<file path="src/rtl/soc_rst_seq_pkg.sv">
// Shared types and helpers for the board-level reset sequencer.
// Optional watchdog is enabled with the RST_SEQ_WDT_EN macro (see soc_rst_seq.sv).
package soc_rst_seq_pkg;

  typedef enum logic [1:0] {
    SYS_HOLD = 2'd0,
    CPU_HOLD = 2'd1,
    RUN      = 2'd2
  } rst_state_e;

  typedef enum logic [1:0] {
    POR     = 2'd0,
    SYS_BTN = 2'd1,
    CPU_BTN = 2'd2,
    WDT     = 2'd3
  } rst_cause_e;

  // Bits needed to hold values 0..max_val, never less than one.
  function automatic int unsigned cnt_width(input int unsigned max_val);
    return (max_val < 1) ? 1 : $clog2(max_val + 1);
  endfunction

endpackage

</file>
<file path="src/rtl/soc_rst_seq_debounce.sv">
// Button debouncer: 2-FF synchroniser followed by a stability filter.
// The stable level flips only after the synchronised level has differed from it for
// DEBOUNCE_CYCLES consecutive edges; shorter glitches are dropped.
// Ports:
//   clk_i     SoC clock
//   rst_ni    asynchronous active-low reset
//   btn_i     raw asynchronous button, active high
//   stable_o  debounced level
module soc_rst_seq_debounce
  import soc_rst_seq_pkg::*;
#(
  parameter int unsigned DEBOUNCE_CYCLES = 32000
) (
  input  logic clk_i,
  input  logic rst_ni,
  input  logic btn_i,
  output logic stable_o
);

  localparam int unsigned CntW = cnt_width(DEBOUNCE_CYCLES - 1);
  localparam logic [CntW-1:0] CntLast = CntW'(DEBOUNCE_CYCLES - 1);

  logic            sync1_q, sync2_q;
  logic            stable_q, stable_d;
  logic [CntW-1:0] cnt_q, cnt_d;

  always_comb begin
    stable_d = stable_q;
    cnt_d    = '0;
    if (sync2_q != stable_q) begin
      if (cnt_q == CntLast) begin
        stable_d = ~stable_q;
      end else begin
        cnt_d = cnt_q + CntW'(1);
      end
    end
  end

  always_ff @(posedge clk_i or negedge rst_ni) begin
    if (!rst_ni) begin
      sync1_q  <= 1'b0;
      sync2_q  <= 1'b0;
      stable_q <= 1'b0;
      cnt_q    <= '0;
    end else begin
      sync1_q  <= btn_i;
      sync2_q  <= sync1_q;
      stable_q <= stable_d;
      cnt_q    <= cnt_d;
    end
  end

  assign stable_o = stable_q;

endmodule

</file>
<file path="src/rtl/soc_rst_seq.sv">
// Board-level reset sequencer: debounces the sys/cpu reset buttons, releases the
// peripheral/I3C reset and then the CPU reset in timed stages, and records the last
// reset cause. All outputs are registered.
// Optional watchdog: define RST_SEQ_WDT_EN to build it (otherwise wdt_kick_i is ignored).
// Ports:
//   clk_i           SoC clock
//   rst_ni          asynchronous active-low reset (PLL locked)
//   btn_sys_i       raw system-reset button, active high
//   btn_cpu_i       raw CPU-reset button, active high
//   wdt_kick_i      watchdog kick pulse
//   periph_rstn_o   peripheral reset, active low
//   i3c_rstn_req_o  I3C reset request, active low, same as periph_rstn_o
//   cpu_rstn_o      CPU reset, active low
//   state_o         current sequencer state
//   rst_cause_o     last reset cause (POR/SYS_BTN/CPU_BTN/WDT)
module soc_rst_seq
  import soc_rst_seq_pkg::*;
#(
  parameter int unsigned DEBOUNCE_CYCLES = 32000,
  parameter int unsigned STAGE_GAP       = 16,
  parameter int unsigned WDT_CYCLES      = 1 << 24
) (
  input  logic       clk_i,
  input  logic       rst_ni,
  input  logic       btn_sys_i,
  input  logic       btn_cpu_i,
  input  logic       wdt_kick_i,
  output logic       periph_rstn_o,
  output logic       i3c_rstn_req_o,
  output logic       cpu_rstn_o,
  output logic [1:0] state_o,
  output logic [1:0] rst_cause_o
);

  localparam int unsigned GapW = $clog2(STAGE_GAP + 1);
  localparam logic [GapW-1:0] GapLast = GapW'(STAGE_GAP - 1);
  localparam logic [GapW-1:0] GapMax  = GapW'(STAGE_GAP);

  logic sys_stable, cpu_stable;

  soc_rst_seq_debounce #(
    .DEBOUNCE_CYCLES(DEBOUNCE_CYCLES)
  ) u_db_sys (
    .clk_i   (clk_i),
    .rst_ni  (rst_ni),
    .btn_i   (btn_sys_i),
    .stable_o(sys_stable)
  );

  soc_rst_seq_debounce #(
    .DEBOUNCE_CYCLES(DEBOUNCE_CYCLES)
  ) u_db_cpu (
    .clk_i   (clk_i),
    .rst_ni  (rst_ni),
    .btn_i   (btn_cpu_i),
    .stable_o(cpu_stable)
  );

  rst_state_e      state_q, state_d;
  rst_cause_e      cause_q, cause_d;
  logic [GapW-1:0] gap_q, gap_d, gap_inc;
  logic            periph_rstn_q, cpu_rstn_q;
  logic            wdt_expired;

`ifdef RST_SEQ_WDT_EN
  localparam int unsigned WdtW = cnt_width(WDT_CYCLES - 1);
  localparam logic [WdtW-1:0] WdtLast = WdtW'(WDT_CYCLES - 1);

  logic [WdtW-1:0] wdt_q, wdt_d;

  // Counts only in RUN; a kick in the same cycle as the last count still saves it.
  always_comb begin
    wdt_d       = '0;
    wdt_expired = 1'b0;
    if (state_q == RUN && !wdt_kick_i) begin
      wdt_d       = wdt_q + WdtW'(1);
      wdt_expired = (wdt_q == WdtLast);
    end
  end

  always_ff @(posedge clk_i or negedge rst_ni) begin
    if (!rst_ni) begin
      wdt_q <= '0;
    end else begin
      wdt_q <= wdt_d;
    end
  end
`else
  logic unused_wdt;
  assign unused_wdt  = wdt_kick_i ^ (^WDT_CYCLES);
  assign wdt_expired = 1'b0;
`endif

  assign gap_inc = (gap_q == GapMax) ? gap_q : gap_q + GapW'(1);

  always_comb begin
    state_d = state_q;
    cause_d = cause_q;
    gap_d   = gap_inc;
    case (state_q)
      SYS_HOLD: begin
        if (sys_stable) begin
          gap_d = '0;
        end else if (gap_q == GapLast) begin
          state_d = CPU_HOLD;
        end
      end
      CPU_HOLD: begin
        if (sys_stable) begin
          state_d = SYS_HOLD;
          cause_d = SYS_BTN;
        end else if (cpu_stable) begin
          gap_d = '0;
        end else if (gap_q == GapLast) begin
          state_d = RUN;
        end
      end
      RUN: begin
        gap_d = '0;
        if (sys_stable) begin
          state_d = SYS_HOLD;
          cause_d = SYS_BTN;
        end else if (wdt_expired) begin
          state_d = CPU_HOLD;
          cause_d = WDT;
        end else if (cpu_stable) begin
          state_d = CPU_HOLD;
          cause_d = CPU_BTN;
        end
      end
      default: begin
        // Unused encoding: recover to the full-reset stage.
        state_d = SYS_HOLD;
        if (sys_stable) begin
          cause_d = SYS_BTN;
        end
      end
    endcase
    // Every stage starts its gap count from zero.
    if (state_d != state_q) begin
      gap_d = '0;
    end
  end

  always_ff @(posedge clk_i or negedge rst_ni) begin
    if (!rst_ni) begin
      state_q       <= SYS_HOLD;
      cause_q       <= POR;
      gap_q         <= '0;
      periph_rstn_q <= 1'b0;
      cpu_rstn_q    <= 1'b0;
    end else begin
      state_q       <= state_d;
      cause_q       <= cause_d;
      gap_q         <= gap_d;
      periph_rstn_q <= (state_d == CPU_HOLD) || (state_d == RUN);
      cpu_rstn_q    <= (state_d == RUN);
    end
  end

  assign periph_rstn_o  = periph_rstn_q;
  assign i3c_rstn_req_o = periph_rstn_q;
  assign cpu_rstn_o     = cpu_rstn_q;
  assign state_o        = state_q;
  assign rst_cause_o    = cause_q;

endmodule

</file>
<file path="config.mk">
export PLATFORM = sky130hd
export DESIGN_NAME = soc_rst_seq
export DESIGN_NICKNAME = d
export VERILOG_FILES = /design/src/rtl/soc_rst_seq_pkg.sv /design/src/rtl/soc_rst_seq_debounce.sv /design/src/rtl/soc_rst_seq.sv
export SDC_FILE = /design/constraint.sdc
export NUM_CORES = 1
export LEC_CHECK = 0
export ABC_AREA = 0
export BUFFER_PORTS_ARGS = -buffer_cell sky130_fd_sc_hd__buf_4
export CORE_ASPECT_RATIO = 1.5
export CORE_MARGIN = 2
export CORE_UTILIZATION = 54
export DETAILED_ROUTE_END_ITERATION = 16
export GPL_ROUTABILITY_DRIVEN = 0
export PLACE_DENSITY = 0.72
export SLEW_MARGIN = 20
export SYNTH_ARGS = -nofsm -noshare
export SYNTH_HDL_FRONTEND = slang
export SYNTH_HIERARCHICAL = 1
export SYNTH_SLANG_ARGS = --single-unit
</file>
<file path="constraint.sdc">
create_clock -name clk_i -period 1.7 [get_ports clk_i]
set_clock_uncertainty 0.1 [all_clocks]
set_input_delay 0.17 -clock clk_i [delete_from_list [all_inputs] [get_ports clk_i]]
set_output_delay 0.17 -clock clk_i [all_outputs]
set_load 0.05 [all_outputs]
</file>
After elaboration in Yosys (flattened, before gate mapping)
Cells that the tools add are included.
{ "op_classes": {"add_sub_neg": 3, "eq_ne": 11, "n_mux": 22, "bitwise": 3, "n_reduce_logical": 7} }
{ "ops": {"columns": ["operator", "count"], "rows": [
  ["$mux 15", 4],
  ["$add 15x1->15 const B", 2],
  ["$eq 15x15->1 const B", 2],
  ["$mux 5", 5],
  ["$mux 2", 10],
  ["$pmux 5 s3", 1],
  ["$pmux 2 s3", 1],
  ["$add 5x1->5 const B", 1],
  ["$eq 5x4->1 const B", 1],
  ["$eq 5x5->1 const B", 1],
  ["$eq 2x1->1 const B", 2],
  ["$eq 2x2->1 const B", 2],
  ["$pmux 2 s2", 1],
  ["$reduce_and 2->1", 2],
  ["$reduce_bool 2->1", 2],
  ["$not 1->1", 3],
  ["$reduce_and 3->1", 1],
  ["$logic_not 2->1", 1],
  ["$ne 1x1->1", 2],
  ["$ne 2x2->1", 1],
  ["$logic_or 1x1->1", 1]
]} }
{ "totals": {"register_bits": 47, "in_bits": 5, "out_inout_bits": 7} }

Depth between registers and ports, before layout
{ "depth": {"ltp_word": 7, "mapped_depth": 8, "ltp_nobuf": 8} }

Cells and area by module
Netlist, hierarchy kept.
{ "by_module_without_submodules": {"columns": ["module", "n_inst", "cells_per_inst", "area_each_um2", "seq_area_each_um2"], "rows": [
  ["soc_rst_seq_debounce", 2, 78, 880.8, 450.4],
  ["soc_rst_seq", 1, 52, 556.8, 275.3]
]} }

Worst setup path before layout
Ideal clock, no wire load.
{ "synth_path": {"kind": "register to register", "from": "register gap_q[1]", "to": "register periph_rstn_q, in the netlist i3c_rstn_req_o", "setup_ns": 0.063, "arrival_time_ns": 1.662, "slack_ns": -0.125, "stages_incl_launch_ff": 9, "path_cell_list": "dfrtp_1 ha_1 and3_1 ha_1 nand2_1 mux2_1 nor3_1 ha_1 inv_1"} }
{ "synth_via": {"elab_chain_len": 7, "word_cells_on_any_way": 10, "cone_classes": "3 x eq/ne; 6 x mux; 1 x reduce/logical"} }
{ "synth_lines": {"columns": ["element", "line_no", "text"], "rows": [
  ["start, declared", "soc_rst_seq.sv:61", "logic [GapW-1:0] gap_q, gap_d, gap_inc;"],
  ["start signal, assigned", "soc_rst_seq.sv:155", "gap_q <= gap_d;"],
  ["$eq 5x4->1 *", "soc_rst_seq.sv:104, soc_rst_seq.sv:114", null],
  ["$mux 2", "soc_rst_seq.sv:114", "end else if (gap_q == GapLast) begin"],
  ["$mux 2", "soc_rst_seq.sv:112", "end else if (cpu_stable) begin"],
  ["$mux 2", "soc_rst_seq.sv:109", "if (sys_stable) begin"],
  ["$pmux 2 s3 *", "soc_rst_seq.sv:100", "case (state_q)"],
  ["via state_d[1]", "soc_rst_seq.sv:59", "rst_state_e state_q, state_d;"],
  ["$eq 2x1->1 / $eq 2x2->1 (equally long branches)", "soc_rst_seq.sv:156", "periph_rstn_q <= (state_d == CPU_HOLD) || (state_d == RUN);"],
  ["$logic_or 1x1->1 *", "soc_rst_seq.sv:156", null],
  ["end signal, assigned", "soc_rst_seq.sv:156", null],
  ["end, declared", "soc_rst_seq.sv:62", "logic periph_rstn_q, cpu_rstn_q;"]
]} }
The timed path passes the listed nets; every way through them passes the cells marked *.
A chain may end at the register's enable or synchronous reset.

Worst setup path in the final report
{ "layout_path": {"from": "register gap_q[0]", "to": "register periph_rstn_q, in the netlist i3c_rstn_req_o"} }
The elaborated chain is that of the path after synthesis.

==> results.json <==
{
  "outcome": "finished, violations left",
  "violations": "setup timing",
  "setup_ws_ns": -0.102,
  "fin_tns_setup_ns": -0.402,
  "post-route-cell-area_mm2": 0.00278,
  "die_area_mm2": 0.00484,
  "post-route-period-util_pct": 106,
  "root_buffer": "clkbuf_8",
  "worst_slew_pin_slew_ns": 0.580,
  "synth-edff-count": 0,
  "start_kind": "flip-flop",
  "clkPwrFrac_pct": 43.3,
  "cp.required_ns": 1.84,
  "synth_fa_ha_area_share_pct": 3.24,
  "worstSkewPairLatency_ns": 0.29,
  "drc": 0,
  "clock_path_buffers": 2,
  "r2r_cells": 8,
  "ys_types": 34,
  "syn_nets": 219,
  "cpPeakStageDelay_ns": 0.36,
  "synth_compound_area_share_pct": 4.37,
  "ant_nets": 0,
  "row_count": 29,
  "critPathCaptureType": "flip-flop",
  "rsz0062_at_grt": "true",
  "vias_per_cell": 5.28,
  "share_comb_of_total_power_pct": 4.7,
  "power_leakage_uw": 0.00114,
  "synth.mux.area_fraction_pct": 1.89,
  "num_antenna_cells": 0,
  "clock-sinks": 47,
  "die_x_um": 57.5,
  "rr_startpoint": "gap_q[0]",
  "syn-instance-count": 208,
  "synth_area_leaders": "dfrtp_1 (51%), xnor2_1 (9.1%), nor2_2 (5.9%)",
  "drtIter0Drc": 37,
  "htreeDepth": 2,
  "syn_area_per_cell_um2": 11.1,
  "internal_power_uw": 1770,
  "path_class": "reg2reg",
  "p_per_area_mw_per_mm2": 792,
  "yosysMostFrequentCell": "dfrtp_1",
  "finalPower_uw": 2200,
  "hold-path-cell-count": 0,
  "grt_pass1_wl_mm": 6.63,
  "grt_max_degree": 48,
  "cp.arrival_ns": 1.94,
  "slowest_stage": "dfrtp_1",
  "post_drt_wl_per_cell_um": 12.7,
  "p_seq_share_pct": 52.0,
  "synth_top_family_by_area": "simple AND/OR/NAND/NOR gates",
  "synth_top_area_share_pct": 50.7,
  "io_pins": 12,
  "fmax_mhz": 555,
  "finalSetupViolCount": 7,
  "hpwl_mm": 2.58,
  "die_h_um": 84.3,
  "peakVddDrop_mv": 0.940,
  "async_reset_ff_share_pct": 100,
  "sw_frac_of_total_pct": 19.9,
  "clk_pin_slew_ns": 0.09,
  "yosysWarnings": 6,
  "track_usage_pct": 17.2,
  "port_buffers": 10,
  "ys_seq_area_share_pct": 50.7,
  "relSlewSlack_pct": 61.3,
  "synthXorXnorAreaFrac_pct": 11.0,
  "min_from": "u_db_cpu/sync1_q",
  "grt_pass1_vias": 1586,
  "dr.pass1.iters": 4,
  "tritoncts": "built",
  "wirelength_mm": 3.68,
  "synth-seq-cells": 47,
  "antenna_found_initial": 0,
  "finalHoldViolations": 0,
  "grt-ovfl-total": 0,
  "worstPathMaxFanout": 4,
  "placed_cell_area_mm2": 0.00254,
  "crit_start": "gap_q[0]",
  "synth_ff_type": "dfrtp_1",
  "maxCapViolations": 0,
  "drive_gt1_share_pct": 32.9,
  "hold_path.class": "reg2reg",
  "core_area_mm2": 0.00417,
  "synthTopCellsByCount": "dfrtp_1 (47), xnor2_1 (24), nor2_2 (22), nor2_1 (13), inv_1 (12)",
  "cts_inserted_buffers": 5,
  "period_needed_ns": 1.80,
  "synth_simple_gate_area_share_pct": 24.1,
  "start_util_pct": 55.6,
  "postLayoutCoreUtil_pct": 66.7,
  "yosysTopAreaCell": "dfrtp_1",
  "syn2layout_area_growth_pct": 20.0,
  "maxSlewViolCount": 0,
  "netlist_area_mm2": 0.00232,
  "power_switching_uw": 438,
  "num_vias": 1525,
  "crit_chain": "ha_2 -> and3_4 -> ha_4 -> nand2_1 -> mux2_4 -> nor3_4 -> ha_1 -> inv_1",
  "final_net_count": 253
}
## kinds of logic after synthesis
family,after synthesis
buffers and inverters,17
adder cells (fa/ha/maj),6
XOR/XNOR,29
flip-flops,47
multiplexers,4
AND/OR/NAND/NOR,90
AO/OA/AOI/OAI,15
## layout make-up
class	instances	area (um^2)
clock buffer	5	68.8
clock inverter	3	67.6
fill	318	1390
inverter	12	45.0
multi-input combinational	144	1080
sequential	47	1180
tap	46	57.6
timing repair buffer	32	285
## power groups by stage
stage | sequential [uW] | clock (uW) | combinational, uW
after floorplan | 1170 | 0 | 49.9
after detailed placement | 1170 | 0 | 101
final | 1150 | 954 | 104
after global placement | 1170 | 0 | 99.1
after global routing | 1150 | 1010 | 118
after CTS | 1150 | 982 | 107
## timing repair
| item | 4_1_cts | 5_1_grt |
|---|---|---|
| hold buffers | 3 | 0 |
| resized for setup | 8 | 1 |
| endpoints found under the setup margin | 2 | 8 |
| setup buffers | 5 | 0 |
| hold endpoints to repair | 49 | 0 |
| pin swaps | 5 | 7 |
## path summary, 6_finish.rpt
kind                                      end  slack, ns
max                            i3c_rstn_req_o      -0.10
min                          u_db_cpu/sync2_q       0.27
max reg2reg                    i3c_rstn_req_o      -0.10
min reg2reg                  u_db_cpu/sync2_q       0.27
max in group asynchronous   u_db_sys/cnt_q[5]       0.78
min in group asynchronous  u_db_cpu/cnt_q[10]       0.32
## placed cells by master, fill, tap and decap left out, drive strengths merged, types with 4 or more instances in the layout
cell	count
clkbuf	5
nor2	35
nand4	10
nand2	9
nand3	9
xnor2	24
nor3	12
ha	6
inv	12
xor2	5
nor4	4
a21oi	6
buf	29
dfrtp	47
## worst max-delay path, delay by kind of cell, from the launching register on
kind / cells / cell delay (ns)
flip-flops: 1 / 0.36
adder cells (fa/ha/maj): 3 / 0.57
AND/OR/NAND/NOR: 3 / 0.37
multiplexers: 1 / 0.29
buffers and inverters: 1 / 0.05
## per-stage QoR
| stage | setup slack [ns] | std cells | hold WS (ns) |
|---|---|---|---|
| after floorplan | -0.0756 | 208 | -0.226 |
| after global placement | -0.103 | 273 | 0.112 |
| after detailed placement | -0.167 | 273 | 0.115 |
| after CTS | -0.0752 | 289 | 0.267 |
| after global routing | -0.165 | 289 | 0.272 |
| final | -0.102 | 289 | 0.265 |
## sequential cells by signal (all words and copies together), names as in the netlist
name,flops
gap_q,5
u_db_cpu/cnt_q,15
i3c_rstn_req_o,1
u_db_cpu/sync1_q,1
cpu_rstn_o,1
u_db_cpu/stable_o,1
state_o,2
u_db_cpu/sync2_q,1
u_db_sys/cnt_q,15
u_db_sys/sync2_q,1
u_db_sys/stable_o,1
u_db_sys/sync1_q,1
rst_cause_o,2
## metal layers
layer	global-route usage [%]	up-vias	share of wire, %
li1	-	776	-
met1	19.9	734	41
met2	30.6	10	55
met3	2.77	5	1.5
met4	7.61	0	1.6
met5	0	-	0
Note: power is estimated with default switching activity, not from simulation.
